File: config.mk
export PLATFORM = sky130hd
export DESIGN_NAME = serial_add_ctrl
export DESIGN_NICKNAME = d
export VERILOG_FILES = /design/src/rtl/serial_add_ctrl_pkg.sv /design/src/rtl/serial_fa.sv /design/src/rtl/serial_add_ctrl.sv
export SDC_FILE = /design/constraint.sdc
export NUM_CORES = 1
export LEC_CHECK = 0
export BUFFER_PORTS_ARGS = -buffer_cell sky130_fd_sc_hd__buf_4
export CORE_MARGIN = 10
export CORE_UTILIZATION = 50
export CTS_CLUSTER_SIZE = 14
export DETAILED_ROUTE_END_ITERATION = 12
export PLACE_DENSITY = 0.75
export SYNTH_ARGS = -nofsm -noshare
export SYNTH_HDL_FRONTEND = slang
export SYNTH_SLANG_ARGS = --single-unit
File: constraint.sdc
create_clock -name clk -period 2.04 [get_ports clk]
set_input_delay 0.612 -clock clk [delete_from_list [all_inputs] [get_ports clk]]
set_output_delay 0.612 -clock clk [all_outputs]
set_load 0.05 [all_outputs]
File: src/rtl/serial_add_ctrl_pkg.sv
// Shared definitions for the bit-serial adder controller: FSM encodings and
// the legal WIDTH range with its check function.
package serial_add_ctrl_pkg;

  typedef enum logic [1:0] {
    IDLE  = 2'd0,
    SHIFT = 2'd1,
    DONE  = 2'd2
  } state_t;

  localparam int WIDTH_MIN = 2;
  localparam int WIDTH_MAX = 32;

  function automatic bit width_ok(input int w);
    return (w >= WIDTH_MIN) && (w <= WIDTH_MAX);
  endfunction

endpackage

File: src/rtl/serial_fa.sv
// 1-bit full adder built from two half-adder stages; the two stage carries
// can never both be high, so an OR merges them.
module serial_fa (
  input  logic a,
  input  logic b,
  input  logic cin,
  output logic s,
  output logic cout
);

  logic p;
  logic g1;
  logic g2;

  assign p    = a ^ b;
  assign g1   = a & b;
  assign s    = p ^ cin;
  assign g2   = p & cin;
  assign cout = g1 | g2;

endmodule

File: src/rtl/serial_add_ctrl.sv
// Bit-serial adder controller: one full-adder cell sequenced LSB first over
// WIDTH cycles. Optional signed-overflow output under SERIAL_ADD_OVF_EN.
module serial_add_ctrl
  import serial_add_ctrl_pkg::*;
#(
  parameter int WIDTH = 8
) (
  input  logic             clk,
  input  logic             rst_n,
  input  logic             start,
  input  logic [WIDTH-1:0] a,
  input  logic [WIDTH-1:0] b,
  output logic             busy,
  output logic             done,
  output logic [WIDTH-1:0] sum,
  output logic             cout
`ifdef SERIAL_ADD_OVF_EN
  ,
  output logic             ovf
`endif
);

  localparam int CNT_W = $clog2(WIDTH);
  localparam logic [CNT_W-1:0] CNT_LAST = CNT_W'(WIDTH - 1);

  if (!width_ok(WIDTH)) begin : g_width_check
    $error("serial_add_ctrl: WIDTH must lie in 2..32");
  end

  state_t           state;
  state_t           state_next;
  logic [WIDTH-1:0] a_r;
  logic [WIDTH-1:0] b_r;
  logic             carry;
  logic [CNT_W-1:0] cnt;
  logic             fa_s;
  logic             fa_c;
  logic             last_bit;

  serial_fa u_fa (
    .a    (a_r[0]),
    .b    (b_r[0]),
    .cin  (carry),
    .s    (fa_s),
    .cout (fa_c)
  );

  assign last_bit = (cnt == CNT_LAST);
  assign busy     = (state != IDLE);
  assign done     = (state == DONE);

  // NOTE: sequential state uses non-blocking assignments so every flop
  // samples the pre-edge values of the others, independent of block order.
  always_ff @(posedge clk) begin
    if (!rst_n) state <= IDLE;
    else        state <= state_next;
  end

  // NOTE: state_next gets a default first so no path through the case
  // leaves it unassigned, which would infer a latch.
  always_comb begin
    state_next = state;
    case (state)
      IDLE:    if (start) state_next = SHIFT;
      SHIFT:   if (last_bit) state_next = DONE;
      DONE:    state_next = IDLE;
      default: state_next = IDLE;
    endcase
  end

  // Sum enters at the MSB so after WIDTH shifts bit 0 sits at sum[0].
  always_ff @(posedge clk) begin
    if (!rst_n) begin
      a_r   <= '0;
      b_r   <= '0;
      carry <= 1'b0;
      cnt   <= '0;
      sum   <= '0;
      cout  <= 1'b0;
    end else begin
      case (state)
        IDLE: begin
          if (start) begin
            a_r   <= a;
            b_r   <= b;
            carry <= 1'b0;
            cnt   <= '0;
          end
        end
        SHIFT: begin
          a_r   <= a_r >> 1;
          b_r   <= b_r >> 1;
          sum   <= {fa_s, sum[WIDTH-1:1]};
          carry <= fa_c;
          cnt   <= cnt + 1'b1;
          if (last_bit) cout <= fa_c;
        end
        default: ;
      endcase
    end
  end

`ifdef SERIAL_ADD_OVF_EN
  // On the last bit the carry flop holds the carry into the MSB.
  always_ff @(posedge clk) begin
    if (!rst_n)                           ovf <= 1'b0;
    else if (state == SHIFT && last_bit) ovf <= carry ^ fa_c;
  end
`endif

endmodule

Yosys cells after proc, flatten, opt, wreduce, memory -nomap -nowiden --
Index checks and enable logic that the tools add are counted.
Cells by class: equal/unequal tests 5, bitwise operators 5, muxes and demuxes 11, add/subtract/negate cells 1, reductions and logical operators 6
Operators by type and width (count):
- $pmux W8 S2 | 2
- $mux W8 | 2
- $pmux W3 S2 | 1
- $reduce_and A2 Y1 | 3
- $mux W2 | 2
- $ne A2 B2 Y1 const B | 2
- $pmux W2 S2 | 1
- $reduce_bool A2 Y1 | 2
- $add A3 B1 Y3 const B | 1
- $eq A3 B3 Y1 const B | 1
- $mux W3 | 1
- $and A1 B1 Y1 | 2
- $eq A2 B1 Y1 const B | 1
- $eq A2 B2 Y1 const B | 1
- $logic_not A2 Y1 | 1
- $pmux W1 S2 | 1
- $xor A1 B1 Y1 | 2
- $mux W1 | 1
- $or A1 B1 Y1 | 1
Storage, ports and cells: register bits after elaboration 31, output and inout bits 11, word-level logic and storage cells 35, bits of input ports 19

Longest topological paths before layout --
word-level depth 4, depth in mapped cells 5

Modules after synthesis --
From an unflattened synthesis, not the netlist that was laid out.
Unflattened totals: cells, all modules 139, area, all modules 1288.7 um^2
By module, submodules not included:
- serial_add_ctrl | area each 1268.7 um^2, instances 1, cells each 138
- serial_fa | area each 20.0 um^2, instances 1, cells each 1

Worst setup path before layout --
Ideal clock, no wire load.
path kind reg2out, from register state[1], to output done, setup slack 0.154 ns, path buffers 1, arrival time 1.274 ns, stages on the path, launching flop included 3, data required time 1.428 ns, cell sequence dfxtp_1 > clkbuf_1 > nor2b_1
On the way: word-level cells in the longest chain between the ends 1
RTL lines:
- from (decl) | line serial_add_ctrl.sv:30 | state_t state;
- from (signal assigned) | line serial_add_ctrl.sv:56 | else state <= state_next;
- $eq A2 B2 Y1 | line serial_add_ctrl.sv:50 | assign done = (state == DONE);
- to (decl) | line serial_add_ctrl.sv:14 | output logic done,
Every way passes these cells.

Worst setup path in the final report --
from register state[0], to output busy
On the way: word-level cells in the longest chain between the ends 1
RTL lines:
- $reduce_bool A2 Y1 | line serial_add_ctrl.sv:49 | assign busy = (state != IDLE);
- to (decl) | line serial_add_ctrl.sv:13 | output logic busy,
Every way passes these cells.

==> run metrics <==
Leakage=0.657 nW; Slew Limit Fails=0; Die Y=70.5 µm; Clock Path Buffers=2; I/O Pins=30; Syn Std Cell Area=about 1300 µm²; total of max-cap violations=0; cts repair resizes=0; YS warnings=0; critical path class=register to output pin; CTS Hold Bufs=0; min-delay worst type=register to register; Area growth syn-to-layout=22.2%; via count=between 1000 and 1500; Slew Limit Headroom=61.6%; clock slew at reported path FFs=0.09 ns; Via density=5.40; WL final=2940 µm; gr usage total=11.3%; GP Congestion=0.703; Final Util=a little under two thirds; CP endpoint kind=output pin; DRC=0; TritonRoute pass-1 iters=4; count of state elements after synthesis=31; Pwr Total=1.22 mW; reg2reg path depth=4; share of layout cells above drive strength 1=between 20% and 30%; Cell variety after synth=26; first-pass GRT wire length=4670 µm; Pwr Density=780 nW/µm²; highest fanout seen on the critical path=11; met1 usage=13.3%; final hold vios=0; HPWL Detailed=2080 µm; Final nets=189; grt met2 use=18.6%; grt met3 use=3.91%; Die W=slightly above 70 µm; Die Area=4980 µm²; starting density of the core=52.0%; H-tree depth=2; # fillers=206; crit share post-route=about nine tenths; initial antenna violation count=0; GR peak layer=met2; Least-Margin Pin Slew=between 0.5 and 0.6 ns; status=finished, final reports clean; Core Region=approximately 2500 µm²; Max Clock Skew=between 0.007 and 0.008 ns; CTS root buffer=clkbuf_4; cts bufs inserted=5; Rows=18; Initial DRC Count=68; fin crit period=1.86 ns; clk sinks=31; Post-Syn Nets=162; Antenna Nets Post-Route=0; RSZ-0062 raised after global routing=false; Req. time, crit path=1.43 ns; Slowest Stage Delay on Critical Path=between 0.4 and 0.5 ns; Routed WL per cell=approximately 15 µm; Port Buffer Count=29; setup bufs post-CTS=0; Arr. time, crit path=1.25 ns; largest net degree at the start of global routing=32; CP max-delay cell=dfxtp_1; crit path launch type=register; vias in the first global route=1022; total congestion overflow=0; VDD IR-drop max=688 µV; antenna fix cells=0; Avg Cell Area, Syn=9.12 µm²; final setup fails=0; hold-critical path depth=2; crit-path cells=or2_2 > buf_4; Fin Hold WS=0.473 ns; worst skew pair latency=0.32 ns; CTS tree=yes; Syn Inst Count=140; Setup Total Neg Slack=0 ns; register area share after synthesis=approximately half; max frequency=538 MHz
[cell usage after synthesis]
library cell | instances | area, µm²
a22oi_1 | 3 | 22.5
nand3_1 | 1 | 5.00
or3b_1 | 1 | 8.76
ha_1 | 2 | 25.0
clkbuf_1 | 5 | 18.8
o221ai_1 | 13 | 114
o21ai_0 | 3 | 15.0
or4bb_1 | 2 | 22.5
buf_2 | 5 | 25.0
nor3b_1 | 1 | 7.51
nor2_1 | 29 | 109
o221ai_2 | 1 | 15.0
fa_1 | 1 | 20.0
nor2b_1 | 5 | 31.3
inv_1 | 1 | 3.75
a21boi_0 | 11 | 82.6
nand2_1 | 17 | 63.8
o211a_1 | 1 | 10.0
mux2i_1 | 1 | 10.0
buf_6 | 1 | 11.3
and3_1 | 1 | 6.26
dfxtp_1 | 31 | 621
o21ba_2 | 1 | 10.0
nand2b_1 | 1 | 6.26
o21bai_1 | 1 | 7.51
or2_2 | 1 | 6.26
[flip-flops by register name (all words and copies together), names as in the netlist]
signal and flops:
a_r 8, sum 8, cnt 3, cout 1, carry 1, b_r 8, state 2
[layout by cell type, fill, tap and decap left out, types with 2 or more instances in the layout]
| master | instances |
|---|---|
| or4bb_1 | 2 |
| nor2_1 | 29 |
| clkbuf_8 | 2 |
| o221ai_1 | 13 |
| nand2_1 | 17 |
| buf_4 | 31 |
| o21ai_0 | 3 |
| clkbuf_4 | 5 |
| ha_1 | 2 |
| nor2b_1 | 5 |
| a21boi_0 | 11 |
| dfxtp_1 | 31 |
| a22oi_1 | 3 |
[layout make-up]
cell class / count / area [µm²] / area share (%)
clock buffer: 8 / 68.8 / 4.41
multi-input combinational: 97 / 598 / 38.3
inverter: 1 / 3.75 / 0.240
timing repair buffer: 31 / 233 / 14.9
tap: 30 / 37.5 / 2.40
sequential: 31 / 621 / 39.7
[through the flow]
stage,cells,instance area (µm²),worst slack [ns]
after global placement,190,1490,0.279
final,198,1560,0.180
after CTS,198,1560,0.173
after floorplan,140,1280,0.154
after detailed placement,190,1490,0.263
after global routing,198,1560,0.118
[critical path: cells and delay by family, from the launching register on]
kind                   cells  cell delay [ns]
buffers and inverters      1             0.19
flip-flops                 1             0.42
AND/OR/NAND/NOR            1             0.31
[logic make-up after synthesis]
group,after synthesis,synth area share [%]
mux,1,0.784
simple gates,59,20.9
flops,31,48.6
buf+inv,12,4.60
fa+ha+maj,3,3.53
compound gates,34,21.6
[power breakdown]
part / total, mW / switching (mW) / internal [mW] / leakage (nW)
Clock: 0.401 / 0.198 / 0.203 / 0.0386
Sequential: 0.662 / 0.0229 / 0.639 / 0.254
Combinational: 0.155 / 0.0847 / 0.0707 / 0.364
[worst paths after layout]
check	from	end	slack [ns]
setup / recovery	state[0]	busy	0.18
setup reg to reg	state[0]	sum[1]	0.44
hold reg to reg	sum[0]	sum[0]	0.47
hold / removal	sum[0]	sum[0]	0.47
[metal layers]
layer  share of wire [%]  vias up
li1                    -      546
met1                  46      495
met2                  49       24
met3                 4.6        4
met4                 1.1        0
met5                   0        -
(Power assumes the default switching activity.)
